## src/rtl/lsu_ctrl_pkg.sv

```systemverilog
// lsu_ctrl_pkg: shared definitions for the load/store unit controller.
// Holds the FSM state encoding, RV32 load/store opcodes, funct3 access
// encodings, the default bus timeout, and the access legality check.
package lsu_ctrl_pkg;

    typedef enum logic [1:0] {
        ST_IDLE,
        ST_REQ,
        ST_WAIT,
        ST_RESP
    } lsu_state_t;

    localparam logic [6:0] OP_LOAD  = 7'b0000011;
    localparam logic [6:0] OP_STORE = 7'b0100011;

    localparam logic [2:0] F3_B  = 3'b000;
    localparam logic [2:0] F3_H  = 3'b001;
    localparam logic [2:0] F3_W  = 3'b010;
    localparam logic [2:0] F3_BU = 3'b100;
    localparam logic [2:0] F3_HU = 3'b101;

    localparam int unsigned TIMEOUT_DEFAULT = 255;

    // 1 when the access is misaligned or uses a reserved funct3.
    function automatic logic access_err(input logic       is_store,
                                        input logic [2:0] funct3,
                                        input logic [1:0] addr_lo);
        logic err;
        err = 1'b1;
        case (funct3)
            F3_B:  err = 1'b0;
            F3_H:  err = addr_lo[0];
            F3_W:  err = (addr_lo != 2'b00);
            F3_BU: err = is_store;
            F3_HU: err = is_store | addr_lo[0];
            default: err = 1'b1;
        endcase
        return err;
    endfunction

endpackage

```

## src/rtl/lsu_align.sv

```systemverilog
// lsu_align: combinational lane logic for the load/store unit.
// Ports:
//   funct3     - access size/sign encoding of the latched instruction
//   addr_lo    - byte offset within the word
//   wdata      - raw store data (rs2)
//   rdata      - bus read word
//   wstrb      - byte strobes for stores
//   wdata_lane - store data replicated across byte lanes
//   load_data  - extracted and sign/zero-extended load result
module lsu_align
    import lsu_ctrl_pkg::*;
(
    input  logic [2:0]  funct3,
    input  logic [1:0]  addr_lo,
    input  logic [31:0] wdata,
    input  logic [31:0] rdata,
    output logic [3:0]  wstrb,
    output logic [31:0] wdata_lane,
    output logic [31:0] load_data
);

    logic [7:0]  byte_sel;
    logic [15:0] half_sel;

    always_comb begin
        case (funct3[1:0])
            2'b00: begin
                wstrb      = 4'b0001 << addr_lo;
                wdata_lane = {4{wdata[7:0]}};
            end
            2'b01: begin
                wstrb      = 4'b0011 << addr_lo;
                wdata_lane = {2{wdata[15:0]}};
            end
            default: begin
                wstrb      = 4'b1111;
                wdata_lane = wdata;
            end
        endcase
    end

    always_comb begin
        case (addr_lo)
            2'd0:    byte_sel = rdata[7:0];
            2'd1:    byte_sel = rdata[15:8];
            2'd2:    byte_sel = rdata[23:16];
            default: byte_sel = rdata[31:24];
        endcase
        half_sel = addr_lo[1] ? rdata[31:16] : rdata[15:0];

        case (funct3)
            F3_B:    load_data = {{24{byte_sel[7]}}, byte_sel};
            F3_BU:   load_data = {24'h0, byte_sel};
            F3_H:    load_data = {{16{half_sel[15]}}, half_sel};
            F3_HU:   load_data = {16'h0, half_sel};
            default: load_data = rdata;
        endcase
    end

endmodule

```

## src/rtl/lsu_ctrl.sv

```systemverilog
// lsu_ctrl: load/store unit controller between the execute stage and a
// simple req/gnt/rvalid memory bus.
// Ports:
//   clk, rst_n            - clock, synchronous active-low reset
//   req_valid/req_ready   - request handshake from execute (ready in IDLE)
//   inst, addr, wdata     - instruction word, effective address, store data
//   rsp_valid/err/rdata   - one-cycle completion pulse with result
//   mem_req/we/addr/wdata/wstrb - bus request side, word-aligned address
//   mem_gnt, mem_rvalid, mem_rdata - bus grant, completion and read data
module lsu_ctrl
    import lsu_ctrl_pkg::*;
#(
    parameter int unsigned TIMEOUT_CYCLES = TIMEOUT_DEFAULT
) (
    input  logic        clk,
    input  logic        rst_n,
    input  logic        req_valid,
    output logic        req_ready,
    input  logic [31:0] inst,
    input  logic [31:0] addr,
    input  logic [31:0] wdata,
    output logic        rsp_valid,
    output logic [31:0] rsp_rdata,
    output logic        rsp_err,
    output logic        mem_req,
    output logic        mem_we,
    output logic [31:0] mem_addr,
    output logic [31:0] mem_wdata,
    output logic [3:0]  mem_wstrb,
    input  logic        mem_gnt,
    input  logic        mem_rvalid,
    input  logic [31:0] mem_rdata
);

    localparam int unsigned     CNT_W    = $clog2(TIMEOUT_CYCLES + 1);
    localparam logic [CNT_W-1:0] CNT_LAST = CNT_W'(TIMEOUT_CYCLES - 1);

    lsu_state_t  state, state_next;
    logic        is_store_q;
    logic [2:0]  funct3_q;
    logic [31:0] addr_q;
    logic [31:0] wdata_q;
    logic        err_q;
    logic [31:0] rdata_q;
    logic [CNT_W-1:0] cnt;

    logic        is_load_op, is_store_op, accept, new_err;
    logic        in_bus, take_rsp, timeout, timeout_hit;
    logic [3:0]  strb;
    logic [31:0] wdata_lane, load_data;

    logic unused_inst_bits;
    assign unused_inst_bits = ^{inst[31:15], inst[11:7]};

    lsu_align u_align (
        .funct3     (funct3_q),
        .addr_lo    (addr_q[1:0]),
        .wdata      (wdata_q),
        .rdata      (mem_rdata),
        .wstrb      (strb),
        .wdata_lane (wdata_lane),
        .load_data  (load_data)
    );

    assign is_load_op  = (inst[6:0] == OP_LOAD);
    assign is_store_op = (inst[6:0] == OP_STORE);
    assign accept      = (state == ST_IDLE) && req_valid && (is_load_op || is_store_op);
    assign new_err     = access_err(is_store_op, inst[14:12], addr[1:0]);

    // rvalid only counts once the request has been granted; a same-cycle
    // gnt+rvalid in REQ completes directly.
    assign in_bus      = (state == ST_REQ) || (state == ST_WAIT);
    assign take_rsp    = ((state == ST_REQ) && mem_gnt && mem_rvalid) ||
                         ((state == ST_WAIT) && mem_rvalid);
    assign timeout     = (cnt == CNT_LAST);
    assign timeout_hit = in_bus && !take_rsp && timeout;

    always_comb begin
        state_next = state;
        case (state)
            ST_IDLE: if (accept) state_next = new_err ? ST_RESP : ST_REQ;
            ST_REQ: begin
                if (take_rsp || timeout)  state_next = ST_RESP;
                else if (mem_gnt)         state_next = ST_WAIT;
            end
            ST_WAIT: if (take_rsp || timeout) state_next = ST_RESP;
            ST_RESP: state_next = ST_IDLE;
            default: state_next = ST_IDLE;
        endcase
    end

    always_ff @(posedge clk) begin
        if (!rst_n) begin
            state      <= ST_IDLE;
            is_store_q <= 1'b0;
            funct3_q   <= '0;
            addr_q     <= '0;
            wdata_q    <= '0;
            err_q      <= 1'b0;
            rdata_q    <= '0;
            cnt        <= '0;
        end else begin
            state <= state_next;
            if (accept) begin
                is_store_q <= is_store_op;
                funct3_q   <= inst[14:12];
                addr_q     <= addr;
                wdata_q    <= wdata;
                err_q      <= new_err;
                rdata_q    <= '0;
                cnt        <= '0;
            end else if (in_bus) begin
                cnt <= cnt + 1'b1;
                if (timeout_hit)
                    err_q <= 1'b1;
                if (take_rsp && !is_store_q)
                    rdata_q <= load_data;
            end
        end
    end

    assign req_ready = rst_n && (state == ST_IDLE);
    assign mem_req   = (state == ST_REQ);
    assign mem_we    = mem_req && is_store_q;
    assign mem_addr  = {addr_q[31:2], 2'b00};
    assign mem_wdata = wdata_lane;
    assign mem_wstrb = is_store_q ? strb : '0;
    assign rsp_valid = (state == ST_RESP);
    assign rsp_err   = rsp_valid && err_q;
    assign rsp_rdata = (rsp_valid && !err_q) ? rdata_q : '0;

endmodule

```

## config.mk

```make
export PLATFORM = sky130hd
export DESIGN_NAME = lsu_ctrl
export DESIGN_NICKNAME = d
export VERILOG_FILES = /design/src/rtl/lsu_ctrl_pkg.sv /design/src/rtl/lsu_align.sv /design/src/rtl/lsu_ctrl.sv
export SDC_FILE = /design/constraint.sdc
export NUM_CORES = 1
export LEC_CHECK = 0
export CAP_MARGIN = 30
export CORE_ASPECT_RATIO = 1.5
export CORE_MARGIN = 1
export CORE_UTILIZATION = 40
export DETAILED_ROUTE_END_ITERATION = 10
export PLACE_DENSITY = 0.84
export SYNTH_ARGS = -nofsm -noshare
export SYNTH_HDL_FRONTEND = slang
export SYNTH_HIERARCHICAL = 1
export SYNTH_SLANG_ARGS = --single-unit
```

## constraint.sdc

```tcl
create_clock -name clk -period 1.5 [get_ports clk]
set_input_delay 0.15 -clock clk [delete_from_list [all_inputs] [get_ports clk]]
set_output_delay 0.15 -clock clk [all_outputs]
set_load 0.01 [all_outputs]
```

==> results.yml <==
worst_setup_path:
  rr_worst_depth: 8
  start_kind: "flop"
  critPathArrivalTime_ns: 2.06
  critical_path_required_ns: 1.77
  crit_family: "simple AND/OR/NAND/NOR gates"
  end_kind: "flop"
  r2r_start: "state[1]$_SDFFE_PN0P_"
  r2r-end: "rdata_q[0]$_SDFFE_PP0P_"
  crit_slowest_cell: "and4b_4"
  path_max_fanout: 8
  critPathBufInv: 3
  max_stage_delay_ns: 0.39
  reg2reg_slack_ns: -0.29
  worstPathCellList: "buf_4 -> inv_6 -> ha_4 -> a21o_1 -> and4b_4 -> buf_12 -> nand2_2 -> a21oi_2"
  critPathKind: "reg2reg"
place:
  place_ws_ns: -0.370
  io_buffers: 213
  gp_congestion: 0.880
  dp_hpwl_um: 14200
clock_tree:
  cts-root-buf: "clkbuf_16"
  cts_buffer_depth: 2
  ctsHtreeMaxLevel: 3
  cts_hold_buffers: 0
  cts_buffers: 9
  clkTransAtPathRegs_ns: 0.07
  clock_latency_ns: 0.34
  clkSinkCount: 111
  cts_tree: "done"
logic_synthesis:
  synth_area_um2: 6130
  synth_edf_count: 0
  syn_area_per_cell_um2: 7.71
  synth_commonest_cells: "nand2_1 (253), a21oi_1 (116), dfxtp_1 (111)"
  ys_ff_latch: 111
  yosys.area.top_type_share: 0.363
  synth_most_common_cell: "nand2_1"
  synth_area_leaders: "dfxtp_1 (36%), nand2_1 (15%), a21oi_1 (9.5%), buf_4 (5.5%), and2_1 (3.9%)"
  ys.flop_type: "dfxtp_1"
  postSynth.asyncResetShare: 0
  synth_cells: 795
  yosys_warnings: 6
  yosysSeqAreaShare: 0.363
  yosysUniqueCellTypes: 53
  synth_top_cell_by_area: "dfxtp_1"
grt:
  grt_pass1_vias: 6982
  antenna_found_initial: 2
  gr-usage-all-layers: 0.304
  grt_max_degree: 42
  grt_pass1_wl_um: 36500
  grt_overflow_total: 0
routing:
  met3_length_um: 2280
  met1_length_um: 8380
  wl_per_cell_um: 20.8
  final_antenna_net_count: 0
  drt_first_pass_iters: 5
  vias: 7190
  drt_wl_total_um: 26500
  drt_iter0_drc: 480
  via_per_inst: 5.63
  drc: 0
  met2_wirelength_um: 13900
  top_layer: "met4"
floorplan:
  die_w_um: 103
  initial_core_util: 0.409
  core_um2: 15000
  rows: 55
  die-area_um2: 15800
  die_h_um: 154
  io_pins: 238
timing:
  fin_ws_ns: -0.289
  final_max_slew_viol_count: 0
  period_needed_ns: 1.79
  rsz0062_at_grt: "yes"
  max_freq_mhz: 559
  setup_viol: 171
  hold_viol: 0
  worst_pin_slew_ns: 0.507
  slew_headroom: 0.662
  finalCritPeriodShare: 1.19
  fin_skew_ns: 0.00505
pwr:
  ir_drop_mv: 0.594
  pwr_density_cell_nw_per_um2: 762
  power.leakage_nw: 4.35
hold_path:
  min_to: "wdata_q[2]$_SDFFE_PN0P_"
  hold_path.startpoint: "wdata[2]"
  whs_path_depth: 3
  hp-class: "in2reg"
job:
  cap_violations: 0
layout:
  fill_cells: 1002
  areaGrowthSynthToFinish_pct: 78.2
  drive_gt1_frac: 0.390
  fin_util: 0.728
  finalNetCount: 1212
status:
  status: "finished, violations left"
  violations: "setup timing"
[metrics by stage]
stage / area (um^2) / hold WS [ns] / std cells / power, W / TNS [ns]
global placement: 8740 / 0.438 / 1193 / 0.00491 / -27.81
floorplan: 6160 / 0.286 / 796 / 0.00402 / -0.355
CTS: 10400 / 0.334 / 1270 / 0.00803 / -28.11
finish: 10900 / 0.343 / 1277 / 0.00832 / -26.77
global route: 10900 / 0.341 / 1277 / 0.00860 / -35.71
detailed placement: 8740 / 0.443 / 1193 / 0.00496 / -32.07
[worst max path at each step]
| stage | from | endpoint | slack, ns | cells past startpoint |
|---|---|---|---|---|
| floorplan | state[0]$_SDFFE_PN0P_ | rdata_q[7]$_SDFFE_PP0P_ | -0.01 | 8 |
| global placement | inst[14] | state[1]$_SDFFE_PN0P_ | -0.30 | 5 |
| detailed placement | inst[14] | state[1]$_SDFFE_PN0P_ | -0.37 | 5 |
| CTS | state[1]$_SDFFE_PN0P_ | rsp_rdata[14] | -0.31 | 7 |
| global route | state[1]$_SDFFE_PN0P_ | rdata_q[0]$_SDFFE_PP0P_ | -0.38 | 8 |
| finish | state[1]$_SDFFE_PN0P_ | rdata_q[0]$_SDFFE_PP0P_ | -0.29 | 8 |
[sequential cells by signal, summed over array words and instances (netlist names)]
name        count
rdata_q        32
err_q           1
state           2
cnt             8
is_store_q      1
addr_q         32
funct3_q        3
wdata_q        32
[cell type report]
class / count / area [um^2] / area share
diodes: 2 / 5.00 / 0.000458
well taps: 199 / 249 / 0.0228
multi-input cells: 572 / 3900 / 0.357
repair buffers: 362 / 4120 / 0.378
inverters: 16 / 77.6 / 0.00710
clock inverters: 3 / 67.6 / 0.00618
flip-flops and latches: 111 / 2250 / 0.206
clock buffers: 12 / 246 / 0.0226
[what timing repair did]
action | CTS | global route
cloned | 22 | 5
setup buffers | 43 | 6
setup endpoints to repair | 176 | 183
pin swaps | 51 | 26
resized for setup | 470 | 128
[cell usage in the layout, fill, tap and decap left out, types with 5 or more instances in the layout]
master and n:
mux4_2 5, a21oi_2 29, dfxtp_2 8, buf_6 81, o21ai_0 9, clkbuf_16 12, buf_12 27, clkdlybuf4s50_1 140
and2_4 36, dlymetal6s2s_1 6, nand2_1 215, buf_16 16, dfxtp_1 98, mux2i_4 5, buf_2 12, inv_1 12
dfxtp_4 5, o21ai_2 6, o211ai_1 6, nor2b_1 8, nand2_2 27, o221ai_1 8, o21ai_1 5, nand2_4 10
a21oi_1 87, mux2_4 9, buf_4 70, o211ai_2 5, o221ai_2 5, nor2_1 19
[where the power goes]
| group | leakage [nW] | switching [W] | internal [W] |
|---|---|---|---|
| registers | 0.903 | 0.0000726 | 0.00304 |
| logic | 3.30 | 0.00124 | 0.00137 |
| clock network | 0.149 | 0.00110 | 0.00151 |
| total | 4.35 | 0.00241 | 0.00591 |
[logic make-up after synthesis]
group,share of synthesized area
AND/OR/NAND/NOR,0.246
flip-flops,0.363
XOR/XNOR,0.0100
other,0.000612
AO/OA/AOI/OAI,0.187
adder cells (fa/ha/maj),0.0143
buffers and inverters,0.113
multiplexers,0.0661
[per-layer routing]
metal / track usage / vias up
met4: 0.190 / 0
met2: 0.548 / 483
met1: 0.308 / 3386
met3: 0.0668 / 134
li1: - / 3187
met5: 0 / -
[worst register-to-register path, delay by kind of cell, from the launching register on]
| family | cells | cell delay, ns |
|---|---|---|
| simple gates | 2 | 0.48 |
| compound gates | 2 | 0.35 |
| flops | 1 | 0.34 |
| buf+inv | 3 | 0.40 |
| fa+ha+maj | 1 | 0.14 |
Note: power is estimated with default switching activity, not from simulation.
